==> config.mk <==
export PLATFORM = sky130hd
export DESIGN_NAME = gp0_cmd_fifo_flat
export DESIGN_NICKNAME = d
export VERILOG_FILES = /design/src/rtl/gpu_pkg.sv /design/src/rtl/gp0_cmd_fifo_if.sv /design/src/rtl/gp0_pkt_decode.sv /design/src/rtl/gp0_cmd_fifo.sv /design/src/flat_wrapper.sv
export SDC_FILE = /design/constraint.sdc
export NUM_CORES = 1
export LEC_CHECK = 0
export ABC_AREA = 1
export BUFFER_PORTS_ARGS = -buffer_cell sky130_fd_sc_hd__buf_4
export CAP_MARGIN = 20
export CORE_MARGIN = 2
export CORE_UTILIZATION = 63
export CTS_CLUSTER_DIAMETER = 80
export DETAILED_ROUTE_END_ITERATION = 6
export PLACE_DENSITY = 0.8
export SKIP_LAST_GASP = 1
export SLEW_MARGIN = 20
export SYNTH_ARGS = -nofsm -noshare
export SYNTH_HDL_FRONTEND = slang
export SYNTH_SLANG_ARGS = --single-unit
==> constraint.sdc <==
create_clock -name clk -period 7.7 [get_ports clk]
set_clock_uncertainty 0.15 [all_clocks]
set_input_delay 0.385 -clock clk [delete_from_list [all_inputs] [get_ports clk]]
set_output_delay 0.385 -clock clk [all_outputs]
set_load 0.02 [all_outputs]
==> src/rtl/gpu_pkg.sv <==
// gpu_pkg: shared GP0 tag/decoder types, packet-length lookup and polyline terminator constants.
package gpu_pkg;
  typedef struct packed {
    logic sop;
    logic eop;
    logic term;
  } gp0_tag_t;
  typedef enum logic [2:0] {IDLE, FIXED, POLY_FIRST, POLY_SEG, IMG_HDR, IMG_DATA} gp0_dec_state_t;
  typedef enum logic [1:0] {K_FIXED, K_POLY, K_IMG} gp0_kind_t;
  typedef struct packed {
    gp0_kind_t  kind;
    logic [3:0] len;
  } gp0_pkt_t;
  localparam logic [31:0] GP0_POLY_TERM = 32'h5000_5000;
  localparam logic [31:0] GP0_POLY_MASK = 32'hF000_F000;
  // len counts the header; polyline len covers only the first fixed part.
  function automatic gp0_pkt_t gp0_pkt_len(input logic [7:0] op);
    gp0_pkt_t p;
    logic [3:0] v;
    v = op[3] ? 4'd4 : 4'd3;
    p.kind = K_FIXED;
    p.len = 4'd1;
    case (op[7:5])
      3'd0: p.len = (op == 8'h02) ? 4'd3 : 4'd1;
      3'd1: p.len = v * (4'd1 + {3'b0, op[2]} + {3'b0, op[4]}) + {3'b0, ~op[4]};
      3'd2: begin
        p.kind = op[3] ? K_POLY : K_FIXED;
        p.len = op[3] ? 4'd3 + {2'b0, op[4], 1'b0} : 4'd3 + {3'b0, op[4]};
      end
      3'd3: p.len = 4'd2 + {3'b0, op[2]} + {3'b0, op[4:3] == 2'b00};
      3'd4: p.len = 4'd4;
      3'd5: begin
        p.kind = K_IMG;
        p.len = 4'd3;
      end
      3'd6: p.len = 4'd3;
      default: p.len = 4'd1;
    endcase
    return p;
  endfunction
endpackage

==> src/rtl/gp0_cmd_fifo_if.sv <==
// gp0_cmd_fifo_if: GP0 write port, GPU pop port and status flags of the command FIFO.
interface gp0_cmd_fifo_if #(parameter int DEPTH = 16);
  localparam int LW = $clog2(DEPTH) + 1;
  logic [31:0]   wr_data;
  logic          wr_en;
  logic          flush;
  logic          rd_ready;
  logic [31:0]   rd_data;
  logic          rd_sop;
  logic          rd_eop;
  logic          rd_term;
  logic          rd_valid;
  logic          cmd_avail;
  logic [LW-1:0] level;
  logic          full;
  logic          empty;
  logic          overflow;
  logic          rdy_cmd;
  logic          rdy_dma;
  modport master (
    output wr_data, wr_en, flush, rd_ready,
    input  rd_data, rd_sop, rd_eop, rd_term, rd_valid, cmd_avail, level, full, empty, overflow, rdy_cmd, rdy_dma
  );
  modport slave (
    input  wr_data, wr_en, flush, rd_ready,
    output rd_data, rd_sop, rd_eop, rd_term, rd_valid, cmd_avail, level, full, empty, overflow, rdy_cmd, rdy_dma
  );
endinterface

==> src/rtl/gp0_pkt_decode.sv <==
// gp0_pkt_decode: write-side GP0 packet boundary decoder producing sop/eop/term tags per accepted word.
module gp0_pkt_decode
  import gpu_pkg::*;
(
  input  logic        clk,
  input  logic        rst,
  input  logic        flush_i,
  input  logic        wr_i,
  input  logic [31:0] data_i,
  output gp0_tag_t    tag_o
);
  gp0_dec_state_t state_q, state_d;
  logic [3:0]  rem_q, rem_d;
  logic [18:0] img_q, img_d;
  logic        g_q, g_d, pos_q, pos_d;
  gp0_pkt_t    pkt;
  logic [10:0] img_w;
  logic [9:0]  img_h;
  assign pkt = gp0_pkt_len(data_i[31:24]);
  assign img_w = {1'b0, data_i[9:0] - 10'd1} + 11'd1;
  assign img_h = {1'b0, data_i[24:16] - 9'd1} + 10'd1;
  always_comb begin
    state_d = state_q;
    rem_d = rem_q;
    img_d = img_q;
    g_d = g_q;
    pos_d = pos_q;
    tag_o = '0;
    if (wr_i) begin
      case (state_q)
        IDLE: begin
          tag_o.sop = 1'b1;
          tag_o.eop = pkt.len == 4'd1;
          g_d = data_i[28];
          pos_d = 1'b0;
          rem_d = pkt.len - 4'd1;
          if (pkt.len != 4'd1)
            state_d = pkt.kind == K_POLY ? POLY_FIRST : pkt.kind == K_IMG ? IMG_HDR : FIXED;
        end
        FIXED, POLY_FIRST: begin
          rem_d = rem_q - 4'd1;
          tag_o.eop = rem_q == 4'd1;
          if (rem_q == 4'd1) state_d = state_q == FIXED ? IDLE : POLY_SEG;
        end
        POLY_SEG: begin
          // Terminator is only recognised on the first word of a vertex group.
          if (!pos_q && (data_i & GP0_POLY_MASK) == GP0_POLY_TERM) begin
            tag_o.eop = 1'b1;
            tag_o.term = 1'b1;
            state_d = IDLE;
          end else begin
            tag_o.eop = pos_q == g_q;
            pos_d = pos_q != g_q;
          end
        end
        IMG_HDR: begin
          rem_d = rem_q - 4'd1;
          tag_o.eop = rem_q == 4'd1;
          if (rem_q == 4'd1) begin
            img_d = 19'((21'(img_w) * 21'(img_h) + 21'd1) >> 1);
            state_d = IMG_DATA;
          end
        end
        IMG_DATA: begin
          tag_o.eop = 1'b1;
          img_d = img_q - 19'd1;
          if (img_q == 19'd1) state_d = IDLE;
        end
        default: state_d = IDLE;
      endcase
    end
  end
  always_ff @(posedge clk) begin
    if (rst || flush_i) begin
      state_q <= IDLE;
      rem_q <= '0;
      img_q <= '0;
      g_q <= 1'b0;
      pos_q <= 1'b0;
    end else begin
      state_q <= state_d;
      rem_q <= rem_d;
      img_q <= img_d;
      g_q <= g_d;
      pos_q <= pos_d;
    end
  end
endmodule

==> src/rtl/gp0_cmd_fifo.sv <==
// gp0_cmd_fifo: GP0 command FIFO storing decoder-tagged words and producing GPUSTAT ready bits.
module gp0_cmd_fifo
  import gpu_pkg::*;
#(
  parameter int DEPTH = 16
) (
  input  logic clk,
  input  logic rst,
  gp0_cmd_fifo_if.slave bus
);
  localparam int AW = $clog2(DEPTH);
  localparam int LW = AW + 1;
  logic [34:0]   mem_q [DEPTH];
  logic [AW-1:0] wr_ptr_q, rd_ptr_q;
  logic [LW-1:0] level_q, unit_q;
  logic          ovf_q;
  logic          full, empty, wr_ok, pop;
  gp0_tag_t      wtag, htag;
  logic [34:0]   head;
  assign full = level_q == LW'(DEPTH);
  assign empty = level_q == '0;
  assign wr_ok = bus.wr_en && !full && !bus.flush;
  assign pop = !empty && bus.rd_ready && !bus.flush;
  assign head = mem_q[rd_ptr_q];
  assign htag = head[34:32];
  gp0_pkt_decode u_dec (
    .clk     (clk),
    .rst     (rst),
    .flush_i (bus.flush),
    .wr_i    (wr_ok),
    .data_i  (bus.wr_data),
    .tag_o   (wtag)
  );
  always_ff @(posedge clk) begin
    if (wr_ok) mem_q[wr_ptr_q] <= {wtag, bus.wr_data};
  end
  always_ff @(posedge clk) begin
    if (rst || bus.flush) begin
      wr_ptr_q <= '0;
      rd_ptr_q <= '0;
      level_q <= '0;
      unit_q <= '0;
      ovf_q <= 1'b0;
    end else begin
      wr_ptr_q <= wr_ptr_q + AW'(wr_ok);
      rd_ptr_q <= rd_ptr_q + AW'(pop);
      level_q <= level_q + LW'(wr_ok) - LW'(pop);
      unit_q <= unit_q + LW'(wr_ok && wtag.eop) - LW'(pop && htag.eop);
      ovf_q <= ovf_q || (bus.wr_en && full);
    end
  end
  // Empty head reads as zero so reset/flush present all-zero data and tags.
  assign bus.rd_valid = !empty;
  assign bus.rd_data = empty ? '0 : head[31:0];
  assign bus.rd_sop = !empty && htag.sop;
  assign bus.rd_eop = !empty && htag.eop;
  assign bus.rd_term = !empty && htag.term;
  assign bus.cmd_avail = unit_q != '0;
  assign bus.level = level_q;
  assign bus.full = full;
  assign bus.empty = empty;
  assign bus.overflow = ovf_q;
  assign bus.rdy_cmd = empty;
  assign bus.rdy_dma = !full;
endmodule

==> src/flat_wrapper.sv <==
// flat-port wrapper written by rule: the top's interface ports become plain ports
module gp0_cmd_fifo_flat import gpu_pkg::*;
#(
  parameter int DEPTH = 16
)
  (clk, rst, bus_wr_data, bus_wr_en, bus_flush, bus_rd_ready, bus_rd_data, bus_rd_sop, bus_rd_eop, bus_rd_term, bus_rd_valid, bus_cmd_avail, bus_level, bus_full, bus_empty, bus_overflow, bus_rdy_cmd, bus_rdy_dma);
  gp0_cmd_fifo_if #(.DEPTH(DEPTH)) bus_i ();
  input  logic clk;
  input  logic rst;
  input wire logic [$bits(bus_i.wr_data)-1:0] bus_wr_data;
  input wire logic [$bits(bus_i.wr_en)-1:0] bus_wr_en;
  input wire logic [$bits(bus_i.flush)-1:0] bus_flush;
  input wire logic [$bits(bus_i.rd_ready)-1:0] bus_rd_ready;
  output wire logic [$bits(bus_i.rd_data)-1:0] bus_rd_data;
  output wire logic [$bits(bus_i.rd_sop)-1:0] bus_rd_sop;
  output wire logic [$bits(bus_i.rd_eop)-1:0] bus_rd_eop;
  output wire logic [$bits(bus_i.rd_term)-1:0] bus_rd_term;
  output wire logic [$bits(bus_i.rd_valid)-1:0] bus_rd_valid;
  output wire logic [$bits(bus_i.cmd_avail)-1:0] bus_cmd_avail;
  output wire logic [$bits(bus_i.level)-1:0] bus_level;
  output wire logic [$bits(bus_i.full)-1:0] bus_full;
  output wire logic [$bits(bus_i.empty)-1:0] bus_empty;
  output wire logic [$bits(bus_i.overflow)-1:0] bus_overflow;
  output wire logic [$bits(bus_i.rdy_cmd)-1:0] bus_rdy_cmd;
  output wire logic [$bits(bus_i.rdy_dma)-1:0] bus_rdy_dma;
  assign bus_i.wr_data = bus_wr_data;
  assign bus_i.wr_en = bus_wr_en;
  assign bus_i.flush = bus_flush;
  assign bus_i.rd_ready = bus_rd_ready;
  assign bus_rd_data = bus_i.rd_data;
  assign bus_rd_sop = bus_i.rd_sop;
  assign bus_rd_eop = bus_i.rd_eop;
  assign bus_rd_term = bus_i.rd_term;
  assign bus_rd_valid = bus_i.rd_valid;
  assign bus_cmd_avail = bus_i.cmd_avail;
  assign bus_level = bus_i.level;
  assign bus_full = bus_i.full;
  assign bus_empty = bus_i.empty;
  assign bus_overflow = bus_i.overflow;
  assign bus_rdy_cmd = bus_i.rdy_cmd;
  assign bus_rdy_dma = bus_i.rdy_dma;
  gp0_cmd_fifo #(.DEPTH(DEPTH)) u_core (.clk(clk), .rst(rst), .bus(bus_i));
endmodule
==> results.yml <==
floorplanning:
  fp.dieH_um: 219.7
  placeableCoreArea_um2: 46260
  die_w_um: 219.7
  num_rows: 79
  io_pins: 84
  die-area_um2: 48250
  start_util: 0.6334
final_layout:
  fillers: 3122
  seq_area_um2: 17770
  drive_above_1_share: 0.09946
  multi_input_area_um2: 10270
  instances_no_fill: 3395
  syn_to_final_growth_pct: 11.85
  fin_nets: 2933
detailed_routing:
  wl_met3_um: 7302
  topRoutingLayerUsed: "met5"
  wl_met2_um: 37230
  first_pass_iters: 6
  wl_per_cell_um: 22.22
  wl_um: 75450
  vias: 21380
  ant_nets: 0
  route.detailed.drc: 0
  drt_iter0_drc: 2675
  met1_length_um: 28190
  via_per_inst: 6.296
cts:
  clkTransAtPathRegs_ns: 0.07
  clk_latency_ns: 0.65
  cts_buffer_depth: 3
  h-tree-depth: 2
  clock_sinks: 607
  clockRootBuffer: "clkbuf_16"
  holdBufCountCts: 31
  cts_tree: "done"
  cts_resized: 0
  post_cts_buffers: 0
  cts_buffers: 58
status:
  status: "complete, no violations"
timing:
  tightestPinTransition_ns: 1.099
  worst_slack_ns: 0.8204
  drv_slew: 0
  min_period_ns: 6.880
  max_freq_mhz: 145.4
  rsz0062_at_grt: "false"
  max-slew-margin-rel: 0.2645
  setup_viol: 0
  hold_viol_final: 0
  fin_crit_sh: 0.8935
  fin_setup_tns_ns: 0
place:
  dp_slack_ns: 0.8172
  numPortBuffers: 83
  dp_cells: 3254
  hpwl_um: 43580
  gp_congestion: 0.9029
yosys:
  yosys_warnings: 0
  ys.flop_type: "edfxtp_1"
  yosysTopAreaCell: "edfxtp_1"
  ys_seq_area_frac: 0.6061
  ys_top_cells_by_area: "edfxtp_1, nor2_1, o21ai_0"
  netlist_area_um2: 29300
  yosys-top-cells-count: "edfxtp_1, nor2_1, o21ai_0, inv_1, nand2_1"
  async_flop_share: 0
  synth_cell_types: 52
  yosys.cell_count.top_type: "edfxtp_1"
  ys_seq_elements: 607
  synth_cells: 2663
  synth_top_area_share: 0.5739
  syn_avg_cell_area_um2: 11.00
  syn_nets: 2858
  synth_edf_count: 560
setup_path:
  cp.arrival_ns: 7.21
  crit_required_ns: 8.03
  slowest_delay_ns: 0.58
  cp_slowest_cell: "dlygate4sd3_1"
  path_depth: 30
  path_delay_family: "adder cells"
  worstSetupEndpointType: "flop"
  startpoint_type: "input port"
  cp_max_fo: 19
  path_class: "input port to flop"
  worstRegToRegCells: 15
  cp_common_cell: "fa_1"
  timing.rr.end: "u_core.unit_q[4]"
  crit_buf_inv: 6
  rrSetupSlack_ns: 3.17
  reg2reg_from: "u_core.rd_ptr_q[0]"
global_routing:
  grt_util_all_layers: 0.3165
  grt_pass1_wl_um: 116100
  grt_overflow: 0
  grt_max_degree: 98
  grt_antenna_before_repair: 4
  grt_pass1_vias: 21320
min_path:
  hp-start: "bus_wr_data[0]"
  worstHoldPathCells: 1
  hp-class: "input port to flop"
  min_to: "u_core.mem_q[0][0]"
pwr:
  power.leakage_nw: 12.21
  report.power.total_mw: 8.834
  powerDensity_nw_per_um2: 269.6
  vdd_drop_max_uv: 365.7
run:
  maxCapViolations: 0
[state kept, by name, indices dropped and copies added, names as in the netlist]
name and cells:
u_core.wr_ptr_q 4, u_core.mem_q 560, u_core.u_dec.state_q 3, u_core.u_dec.pos_q 1, u_core.u_dec.g_q 1, u_core.u_dec.img_q 19
u_core.rd_ptr_q 4, u_core.u_dec.rem_q 4, u_core.bus.level 5, u_core.bus.overflow 1, u_core.unit_q 5
[cell type report]
class	count	area share
sequential	607	0.5421
multi-input combinational	1690	0.3135
clock buffer	69	0.04555
timing repair buffer	147	0.03604
inverter	234	0.02707
tap	607	0.02318
clock inverter	38	0.01233
antenna	3	0.0002291
[power breakdown]
group,total (mW),internal (mW),switching [mW]
Combinational,2.35,0.826,1.53
Clock,2.85,1.60,1.25
Sequential,3.63,3.62,0.0136
[kinds of logic (layout without fill, tap and decap cells)]
| kind of cell | count (synthesis) | count (layout) | synth area share |
|---|---|---|---|
| and+or+nand+nor | 872 | 872 | 0.1241 |
| AOI/OAI and AO/OA | 629 | 629 | 0.1262 |
| DFF | 607 | 607 | 0.6061 |
| buffers and inverters | 366 | 488 | 0.04800 |
| adders and majority gates | 158 | 158 | 0.08566 |
| xor gates and xnor gates | 31 | 31 | 0.01004 |
| other | 0 | 3 | 0 |
[metrics by stage]
stage	utilization	hold slack [ns]	area (um2)
after detailed placement	0.6603	0.3006	30550
final	0.7084	0.01818	32770
after floorplan	-	0.3208	29300
after global placement	0.6603	0.2905	30550
after global routing	0.7084	0.009690	32770
after CTS	0.7080	0.004895	32750
[worst reg2reg max path, delay by kind of cell (launching register included)]
kind	cells	cell delay, ns
compound gates	5	0.84
fa+ha+maj	3	0.83
buf+inv	4	1.57
flops	1	0.47
simple gates	3	0.55
[layer usage]
metal  up-vias  GRT usage
met2      1195     0.5384
met4         2     0.1255
li1       9606          -
met5         -          0
met3       200    0.04845
met1     10370     0.4116
[how the worst max path moves through the flow]
stage                         start                      to  slack (ns)
global placement    bus_wr_data[17]  u_core.u_dec.img_q[17]        1.00
global route        bus_wr_data[17]  u_core.u_dec.img_q[17]        0.37
finish              bus_wr_data[17]  u_core.u_dec.img_q[17]        0.82
CTS                 bus_wr_data[17]  u_core.u_dec.img_q[17]        0.83
floorplan            bus_wr_data[0]  u_core.u_dec.img_q[17]        1.57
detailed placement   bus_wr_data[0]  u_core.u_dec.img_q[17]        0.82
[placed cells by master (no fill, tap or decap), types with 6 or more instances in the layout]
master,count
a21oi_1,103
a31oi_1,12
buf_4,116
bufinv_16,6
clkbuf_1,11
clkbuf_16,58
clkinv_1,14
clkinv_2,12
clkinvlp_4,6
dfxtp_1,44
dlygate4sd3_1,31
edfxtp_1,560
fa_1,71
ha_1,87
inv_1,217
inv_2,9
nand2_1,218
nand3_1,109
nand4_1,21
nor2_1,452
nor2_2,14
nor2_4,20
nor3_1,13
o21ai_0,346
o221ai_1,112
o22ai_1,24
or2_2,9
xnor2_1,13
xor2_1,15
No activity file was read; power rests on OpenSTA's default activity.
